[src/rtl/game_control.sv]
// Frame sequencer for the game datapath: init, frame pacing, move/collide/act, then three draw passes.
// Optional GAME_CONTROL_PAUSE_EN adds a pause input that holds the FSM in S_IDLE.
module game_control #(
  parameter int          INIT_CYCLES    = 4,
  parameter int          COLLIDE_CYCLES = 2,
  parameter logic [19:0] DRAW_TIMEOUT   = 20'd131072
) (
  input  logic        clock,
  input  logic        reset,
  input  logic        idle_done,
  input  logic        draw_map_done,
  input  logic        draw_link_done,
  input  logic        draw_enemies_done,
`ifdef GAME_CONTROL_PAUSE_EN
  input  logic        pause,
`endif
  output logic        init,
  output logic        idle,
  output logic        gen_move,
  output logic        check_collide,
  output logic        apply_act_link,
  output logic        move_enemies,
  output logic        draw_map,
  output logic        draw_link,
  output logic        draw_enemies,
  output logic [15:0] frame_count,
  output logic        draw_timeout_err
);

  typedef enum logic [3:0] {
    S_INIT          = 4'd0,
    S_IDLE          = 4'd1,
    S_GEN_MOVE      = 4'd2,
    S_CHECK_COLLIDE = 4'd3,
    S_APPLY_LINK    = 4'd4,
    S_MOVE_ENEMIES  = 4'd5,
    S_DRAW_MAP      = 4'd6,
    S_DRAW_LINK     = 4'd7,
    S_DRAW_ENEMIES  = 4'd8
  } state_t;

  state_t      r_state;
  state_t      w_next_state;
  logic [19:0] r_cnt;
  logic [15:0] r_frame_count;
  logic        r_err;
  logic [8:0]  r_strobe;
  logic [8:0]  w_next_strobe;
  logic        w_idle_go;
  logic        w_draw_to;
  logic        w_set_err;
  logic        w_frame_inc;

`ifdef GAME_CONTROL_PAUSE_EN
  assign w_idle_go = idle_done & ~pause;
`else
  assign w_idle_go = idle_done;
`endif

  // One counter serves init, collide and draw states; it restarts on every state change.
  assign w_draw_to = (r_cnt == (DRAW_TIMEOUT - 20'd1));

  always_comb begin
    w_next_state = r_state;
    w_set_err    = 1'b0;
    w_frame_inc  = 1'b0;
    case (r_state)
      S_INIT:          if (r_cnt == 20'(INIT_CYCLES - 1)) w_next_state = S_IDLE;
      S_IDLE:          if (w_idle_go) w_next_state = S_GEN_MOVE;
      S_GEN_MOVE:      w_next_state = S_CHECK_COLLIDE;
      S_CHECK_COLLIDE: if (r_cnt == 20'(COLLIDE_CYCLES - 1)) w_next_state = S_APPLY_LINK;
      S_APPLY_LINK:    w_next_state = S_MOVE_ENEMIES;
      S_MOVE_ENEMIES:  w_next_state = S_DRAW_MAP;
      S_DRAW_MAP: begin
        if (draw_map_done || w_draw_to) begin
          w_next_state = S_DRAW_LINK;
          w_set_err    = ~draw_map_done;
        end
      end
      S_DRAW_LINK: begin
        if (draw_link_done || w_draw_to) begin
          w_next_state = S_DRAW_ENEMIES;
          w_set_err    = ~draw_link_done;
        end
      end
      S_DRAW_ENEMIES: begin
        if (draw_enemies_done || w_draw_to) begin
          w_next_state = S_IDLE;
          w_set_err    = ~draw_enemies_done;
          w_frame_inc  = 1'b1;
        end
      end
      default:         w_next_state = S_INIT;
    endcase
  end

  // Strobes are decoded from the next state so they register in step with r_state.
  always_comb begin
    w_next_strobe = 9'b0;
    case (w_next_state)
      S_INIT:          w_next_strobe[8] = 1'b1;
      S_IDLE:          w_next_strobe[7] = 1'b1;
      S_GEN_MOVE:      w_next_strobe[6] = 1'b1;
      S_CHECK_COLLIDE: w_next_strobe[5] = 1'b1;
      S_APPLY_LINK:    w_next_strobe[4] = 1'b1;
      S_MOVE_ENEMIES:  w_next_strobe[3] = 1'b1;
      S_DRAW_MAP:      w_next_strobe[2] = 1'b1;
      S_DRAW_LINK:     w_next_strobe[1] = 1'b1;
      S_DRAW_ENEMIES:  w_next_strobe[0] = 1'b1;
      default:         w_next_strobe[8] = 1'b1;
    endcase
  end

  always_ff @(posedge clock) begin
    if (!reset) begin
      r_state       <= S_INIT;
      r_cnt         <= 20'd0;
      r_frame_count <= 16'd0;
      r_err         <= 1'b0;
      r_strobe      <= 9'b1_0000_0000;
    end else begin
      r_state  <= w_next_state;
      r_cnt    <= (w_next_state != r_state) ? 20'd0 : r_cnt + 20'd1;
      r_strobe <= w_next_strobe;
      if (w_frame_inc) r_frame_count <= r_frame_count + 16'd1;
      if (w_set_err)   r_err         <= 1'b1;
    end
  end

  assign {init, idle, gen_move, check_collide, apply_act_link,
          move_enemies, draw_map, draw_link, draw_enemies} = r_strobe;
  assign frame_count      = r_frame_count;
  assign draw_timeout_err = r_err;

endmodule

[config.mk]
export PLATFORM = sky130hd
export DESIGN_NAME = game_control
export DESIGN_NICKNAME = d
export VERILOG_FILES = /design/src/rtl/game_control.sv
export SDC_FILE = /design/constraint.sdc
export NUM_CORES = 1
export LEC_CHECK = 0
export CORE_ASPECT_RATIO = 0.5
export CORE_UTILIZATION = 30
export DETAILED_ROUTE_END_ITERATION = 12
export PLACE_DENSITY = 0.5
export REMOVE_ABC_BUFFERS = 1
export SYNTH_ARGS = -nofsm -noshare
export SYNTH_HDL_FRONTEND = slang
export SYNTH_SLANG_ARGS = --single-unit
[constraint.sdc]
create_clock -name clock -period 5.23 [get_ports clock]
set_clock_uncertainty 0.05 [all_clocks]
set_input_delay 1.569 -clock clock [delete_from_list [all_inputs] [get_ports clock]]
set_output_delay 1.569 -clock clock [all_outputs]
set_load 0.05 [all_outputs]
==> results.rst, run 1 <==
.. list-table::
   :header-rows: 1

   * - Metric
     - Value
   * - Netlist cell types
     - 46
   * - Slowest stage delay, CP
     - 0.53 ns
   * - Maximum level of the CTS H-tree
     - 2
   * - Total global-route track usage
     - 0.133
   * - Buffers inserted during post-CTS setup optimization
     - 0
   * - RSZ-0062 raised after global routing
     - no
   * - DRT antenna net count
     - 0
   * - Number of endpoints failing setup at the final stage
     - 0
   * - Count of final hold-check violations
     - 0
   * - Maximum vdd ir drop
     - 121 µV
   * - Starting DRT DRC Count
     - 96
   * - Placeable core region
     - 0.00812 mm²
   * - Root buffer cell
     - sky130_fd_sc_hd__clkbuf_16
   * - Critical path's slowest cell
     - sky130_fd_sc_hd__clkdlybuf4s50_1
   * - HPWL reported at the end of detailed placement
     - 4040 µm
   * - Primary FF master, synth
     - sky130_fd_sc_hd__dfxtp_1
   * - Power density of the placed cells
     - 287 mW/mm²
   * - Maximum clock frequency
     - 307 MHz
   * - I/O pin cnt
     - 32
   * - Area share of the leading cell type in the synthesized netlist
     - 0.394
   * - CTS tree
     - yes
   * - Clock sink count
     - 50
   * - Arrival time of the worst setup path
     - 3.37 ns
   * - Gpl congestion
     - 0.795
   * - Peak fanout along the critical path
     - 20
   * - DRC violations left
     - 0
   * - Total gr overflow
     - 0
   * - Crit-path leading delay family
     - simple AND/OR/NAND/NOR gates
   * - Kind of path behind the tightest hold check
     - register to register
   * - Post-cts gate resize count
     - 0
   * - Global-route wire length before repair
     - 9430 µm
   * - Initial core utilization
     - 0.313
   * - Clock insertion delay at the later pin of the skew report
     - 0.28 ns
   * - Max_cap viols
     - 0
   * - Tot Pwr
     - 881 µW
   * - Launching element type of the critical path
     - input pin
   * - Post-synth top cells
     - sky130_fd_sc_hd__dfxtp_1, sky130_fd_sc_hd__nand2_1, sky130_fd_sc_hd__nor2_1, sky130_fd_sc_hd__xnor2_1, sky130_fd_sc_hd__a21oi_2
   * - Clock-pin slew of the registers on the worst-case setup and hold paths
     - 0.06 ns
   * - Detail-routed net length per standard cell
     - 13.0 µm
   * - Seq/Total Area, Yosys
     - 0.394
   * - Vias in the first global route
     - 1991
   * - Ant. Diodes
     - 0
   * - Top cell type by total area after synthesis
     - sky130_fd_sc_hd__dfxtp_1
   * - IO buf count
     - 31
   * - Total number of vias
     - 2137
   * - EDFF count, synth
     - 0
   * - Series of cell instances along the critical path
     - clkdlybuf4s50_1, inv_1, o21a_1, o32a_1, nand3_1, or3_4, a21oi_2
   * - Overall die width
     - 132 µm
   * - Initial antenna violation count
     - 0
   * - Final max-slew violation count
     - 0
   * - Number of detailed-routing iterations run before antenna repair
     - 4
   * - Setup TNS after final layout
     - 0 ns
   * - Async set-or-reset flop fraction in the synthesized netlist
     - 0
   * - DIE HEIGHT
     - 67.1 µm
   * - Yosys warns
     - 0
   * - Via count normalized by instance count
     - 4.92
   * - Overall routed net length
     - 5660 µm
   * - Final worst-path cycle share
     - 0.623
   * - Most instantiated library cell after synthesis
     - sky130_fd_sc_hd__dfxtp_1
   * - Min Hold Slack
     - 0.424 ns
   * - Run status
     - finished clean
   * - Total number of placement rows
     - 23
   * - Clock period minus final worst setup slack
     - 3.26 ns
   * - Leading post-synthesis cells by cell area
     - sky130_fd_sc_hd__dfxtp_1, sky130_fd_sc_hd__xnor2_1, sky130_fd_sc_hd__a21oi_2
   * - Cts bufs inserted
     - 5
   * - Mapped Cells
     - 298
   * - Number of nets in the layout
     - 332
   * - Post-route core utilization
     - 0.378
   * - Maximum number of pins on one net before global-route repair
     - 24
   * - Buffer and inverter count on the worst path
     - 2
   * - Worst setup EP type
     - register
   * - Maximum root-to-sink buffer count
     - 2
   * - Flop and latch count out of synthesis
     - 50
   * - Average instance area after synthesis
     - 8.53 µm²
   * - Slew Limit Headroom
     - 0.487
   * - Hold-fix buffers at CTS
     - 0
   * - Syn-to-layout area delta
     - 20.8%
   * - Kind of critical path
     - input pin to register
   * - Post-synthesis cell area
     - 0.00254 mm²
   * - Static leakage
     - 0.996 nW
   * - Area of the die
     - 0.00887 mm²
   * - Share of cells above drive strength 1
     - 0.118
   * - CP Data Required Time
     - 5.34 ns
   * - Transition time of the tightest slew-check pin
     - 0.769 ns
-- path summary, 6_finish.rpt --
path / slack [ns] / depth (start not counted) / end / start
setup / recovery: 1.97 / 7 / r_cnt[10] / draw_enemies_done
hold / removal: 0.42 / 2 / draw_timeout_err / draw_timeout_err
setup reg to reg: 2.42 / 7 / frame_count[10] / r_cnt[0]
hold reg to reg: 0.42 / 2 / draw_timeout_err / draw_timeout_err
-- metrics by stage --
stage          setup slack [ns]  instance area (µm²)  instances
2_1_floorplan             0.925                 2460        283
3_3_place_gp               1.71                 2930        428
3_5_place_dp               1.67                 2930        428
4_1_cts                    1.97                 3070        434
5_1_grt                    1.84                 3070        434
6_report                   1.97                 3070        434
-- cells by family (layout without fill, tap and decap cells) --
| kind of cell | Yosys count | in the layout | share of synthesized area |
|---|---|---|---|
| adders and majority gates | 3 | 3 | 0.0148 |
| and+or+nand+nor | 142 | 142 | 0.304 |
| xor gates and xnor gates | 28 | 28 | 0.0965 |
| DFF | 50 | 50 | 0.394 |
| buffers and inverters | 21 | 45 | 0.0399 |
| AOI/OAI and AO/OA | 54 | 54 | 0.151 |
-- state kept, by name, summed over array words and instances (netlist names) --
name / cells
r_state: 4
r_strobe: 9
draw_timeout_err: 1
frame_count: 16
r_cnt: 20
-- layout make-up --
class | instances | area [µm²]
inverter | 6 | 22.5
fill | 848 | 5040
sequential | 50 | 1000
clock buffer | 6 | 139
timing repair buffer | 33 | 325
tap | 112 | 140
multi-input combinational | 227 | 1440
-- worst reg2reg max path, cell delays in order (launching register included) --
cell and delay (ns):
sky130_fd_sc_hd__dfxtp_1 0.39, sky130_fd_sc_hd__ha_1 0.28, sky130_fd_sc_hd__and3_1 0.28, sky130_fd_sc_hd__and4_1 0.41, sky130_fd_sc_hd__a21oi_2 0.23, sky130_fd_sc_hd__or4b_4 0.62
sky130_fd_sc_hd__or3_1 0.33, sky130_fd_sc_hd__a21oi_1 0.15
-- where the power goes --
part           internal (mW)  total [mW]  switching (mW)
clock network          0.185       0.314           0.129
registers              0.396       0.415          0.0194
logic                 0.0490       0.152           0.103
-- layout by cell type (no fill, tap or decap), drive strengths merged, types with 11 or more instances in the layout --
cell	n
dfxtp	50
nand2	33
a21oi	32
clkdlybuf4s50	31
nor2	25
xnor2	25
nand3	17
nor4	11
o21ai	11
-- per-layer routing --
metal,up-vias,GRT usage,share of wire
met5,-,0,0
met4,0,0.0276,0
met3,0,0.0259,0.036
met2,40,0.232,0.46
met1,992,0.171,0.50
li1,1105,-,-
Power figures use the tool's default switching activity.
==> run 2, diff against run 1 <==
--- a/config.mk
+++ b/config.mk
@@ -8,7 +8,7 @@
 export CORE_ASPECT_RATIO = 0.5
 export CORE_UTILIZATION = 30
 export DETAILED_ROUTE_END_ITERATION = 12
-export PLACE_DENSITY = 0.5
+export PLACE_DENSITY = 0.52
 export REMOVE_ABC_BUFFERS = 1
 export SYNTH_ARGS = -nofsm -noshare
 export SYNTH_HDL_FRONTEND = slang
==> constraint.sdc (replaced) <==
create_clock -name clock -period 2.8 [get_ports clock]
set_clock_uncertainty 0.05 [all_clocks]
set_input_delay 0.84 -clock clock [delete_from_list [all_inputs] [get_ports clock]]
set_output_delay 0.84 -clock clock [all_outputs]
set_load 0.05 [all_outputs]
==> run 2 against run 1 <==
  * Highest routed layer is now met4
  * Non-clock buffer count grew 8
  * First-iteration DRC count grew 49%
  * Largest power group is now clock
  * Critical path type is now register to primary output
  * Register-to-register slack lost 2.1 ns
  * Cell count grew 2.3%
  * Critical path depth shrank 6
  * Total power grew 110%
==> results.rst, run 2 (synthesis results as in run 1) <==
.. list-table::
   :header-rows: 1

   * - Metric
     - Value
   * - Gpl congestion
     - 0.791 (-0.55%)
   * - Post-cts gate resize count
     - 0 (unchanged)
   * - Leading cell types in the layout, fill and taps excluded
     - sky130_fd_sc_hd__dfxtp_1, sky130_fd_sc_hd__nand2_1, sky130_fd_sc_hd__clkdlybuf4s50_1
   * - Critical path capture point
     - frame_count[2]
   * - Total number of vias
     - 2146 (+0.42%)
   * - Share of cells above drive strength 1
     - 0.145 (+0.0266)
   * - Post-route core utilization
     - 0.395 (+0.0163)
   * - Initial core utilization
     - 0.313 (unchanged)
   * - Crit. Startpoint
     - frame_count[2]
   * - Crit-path leading delay family
     - buffers and inverters
   * - Buffers inserted during post-CTS setup optimization
     - 0 (unchanged)
   * - Final max-slew violation count
     - 0 (unchanged)
   * - Levels on crit path
     - 1 (-6)
   * - Hold-fix buffers at CTS
     - 0 (unchanged)
   * - Count of final hold-check violations
     - 0 (unchanged)
   * - Number of detailed-routing iterations run before antenna repair
     - 4 (unchanged)
   * - Cts bufs inserted
     - 5 (unchanged)
   * - Kind of path behind the tightest hold check
     - register to register
   * - Number of endpoints failing setup at the final stage
     - 0 (unchanged)
   * - Initial antenna violation count
     - 0 (unchanged)
   * - Clock insertion delay at the later pin of the skew report
     - 0.29 ns (about the same)
   * - Worst setup EP type
     - primary output
   * - Fill cell count
     - 838 (-1.2%)
   * - Syn-to-layout area delta
     - 26.0%
   * - Detail-routed net length per standard cell
     - 12.9 µm (-1.1%)
   * - DRT antenna net count
     - 0 (unchanged)
   * - Inst Count DP
     - 436 (+1.9%)
   * - Static leakage
     - 1.07 nW (+7.5%)
   * - Power density of the placed cells
     - 584 mW/mm² (+100%)
   * - Ant. Diodes
     - 0 (unchanged)
   * - Slew Limit Headroom
     - 0.595 (+0.108)
   * - Final Non-Filler Cells
     - 444 (+2.3%)
   * - Root buffer cell
     - sky130_fd_sc_hd__clkbuf_16
   * - Peak fanout along the critical path
     - 7 (-65%)
   * - Most common library cell in the layout ignoring fill and taps
     - sky130_fd_sc_hd__dfxtp_1
   * - Start of the worst register-to-register path
     - r_cnt[0]
   * - Buffer and inverter count on the worst path
     - 1 (-1)
   * - Kind of critical path
     - register to primary output
   * - Number of nets in the layout
     - 340 (+2.4%)
   * - DRC violations left
     - 0 (unchanged)
   * - Total number of placement rows
     - 23 (unchanged)
   * - Maximum root-to-sink buffer count
     - 2 (unchanged)
   * - Overall die width
     - 132 µm (unchanged)
   * - DIE HEIGHT
     - 67.1 µm (unchanged)
   * - IO buf count
     - 31 (unchanged)
   * - Series of cell instances along the critical path
     - clkdlybuf4s50_1
   * - Launching element type of the critical path
     - register
   * - Vias in the first global route
     - 2095 (+5.2%)
   * - Number of cells traversed by the worst register-to-register path
     - 7 (unchanged)
   * - Transition time of the tightest slew-check pin
     - 0.601 ns (-0.168 ns)
   * - Total gr overflow
     - 0 (unchanged)
   * - HPWL reported at the end of detailed placement
     - 4070 µm (+0.71%)
   * - Run status
     - finished clean
   * - Final worst-path cycle share
     - 0.896
   * - Maximum vdd ir drop
     - 270 µV (+120%)
   * - Critical path's slowest cell
     - sky130_fd_sc_hd__clkdlybuf4s50_1
   * - Area of the die
     - 0.00887 mm² (unchanged)
   * - R2R Setup Slk
     - 0.30 ns (-2.12 ns)
   * - Clock period minus final worst setup slack
     - 2.51 ns
   * - Clock sink count
     - 50 (unchanged)
   * - Flip-flop count of the largest register, all copies and words added
     - 20 (unchanged)
   * - Max_cap viols
     - 0 (unchanged)
   * - Placeable core region
     - 0.00812 mm² (unchanged)
   * - Maximum clock frequency
     - 398 MHz
   * - Overall routed net length
     - 5730 µm (+1.2%)
   * - Total global-route track usage
     - 0.143 (+0.0101)
   * - RSZ-0062 raised after global routing
     - no
   * - Terminus of the critical flop-to-flop path
     - frame_count[6]
   * - Maximum number of pins on one net before global-route repair
     - 23 (-4.2%)
   * - Starting DRT DRC Count
     - 143 (+49%)
   * - Via count normalized by instance count
     - 4.83 (-1.8%)
   * - Global-route wire length before repair
     - 10100 µm (+6.7%)
   * - Arrival time of the worst setup path
     - 1.62 ns (-1.75 ns)
   * - Slowest stage delay, CP
     - 0.86 ns (+0.33 ns)
   * - I/O pin cnt
     - 32 (unchanged)
   * - Clock-pin slew of the registers on the worst-case setup and hold paths
     - 0.06 ns (about the same)
   * - Setup TNS after final layout
     - 0 ns (unchanged)
   * - Register with the most flip-flops
     - r_cnt
   * - CP Data Required Time
     - 1.91 ns (-3.43 ns)
   * - CTS tree
     - yes
   * - Maximum level of the CTS H-tree
     - 2 (unchanged)
## run 2: cell types whose count changed in the layout (fill, tap and decap cells not counted), sizes merged
cell,change
buf,+8
bufinv,+2
## run 2: worst min-delay path by stage
| stage | from | end | slack [ns] | cells after the start |
|---|---|---|---|---|
| 2_1_floorplan | r_cnt[19] | r_cnt[19] | 0.48 | 3 |
| 3_3_place_gp | draw_timeout_err | draw_timeout_err | 0.41 | 2 |
| 3_5_place_dp | draw_timeout_err | draw_timeout_err | 0.42 | 2 |
| 4_1_cts | draw_timeout_err | draw_timeout_err | 0.44 | 2 |
| 5_1_grt | frame_count[10] | frame_count[10] | 0.48 | 2 |
| 6_report | draw_timeout_err | draw_timeout_err | 0.43 | 2 |
## run 2: report_power, final
group	internal [mW]	total (mW)	switching (mW)
logic	0.102	0.298	0.196
registers	0.739	0.776	0.0371
clock network	0.536	0.795	0.259
## run 2: worst reg2reg max path, cell delays in order, from the launching register on
cell                      delay (ns)
sky130_fd_sc_hd__dfxtp_1        0.39
sky130_fd_sc_hd__ha_1           0.28
sky130_fd_sc_hd__and3_1         0.20
sky130_fd_sc_hd__and4_1         0.34
sky130_fd_sc_hd__a21oi_2        0.11
sky130_fd_sc_hd__or4b_4         0.58
sky130_fd_sc_hd__or3_1          0.34
sky130_fd_sc_hd__a21oi_1        0.15
## run 2: final cells by class
class                           instances  area (µm²)  area share
Clock buffer                            6         139      0.0434
Clock inverter                          2        60.1      0.0188
Inverter                                6        22.5     0.00703
Multi-Input combinational cell        227        1440       0.450
Sequential cell                        50        1000       0.313
Tap cell                              112         140      0.0437
Timing Repair Buffer                   41         398       0.124
## run 2: layer usage
layer	GRT usage	vias to the layer above	wire, µm
li1	-	1121	-
met1	0.181	975	2870
met2	0.248	45	2560
met3	0.0266	5	223
met4	0.0480	0	67
met5	0	-	0
## run 2: through the flow
step	hold WS (ns)	setup slack [ns]	instance area (µm²)	power (mW)
floorplan	0.482	-0.969	2460	0.994
global route	0.480	0.158	3200	1.96
CTS	0.435	0.264	3200	1.89
detailed placement	0.419	0.0935	3000	1.09
global placement	0.413	0.132	3000	1.08
finish	0.427	0.290	3200	1.87
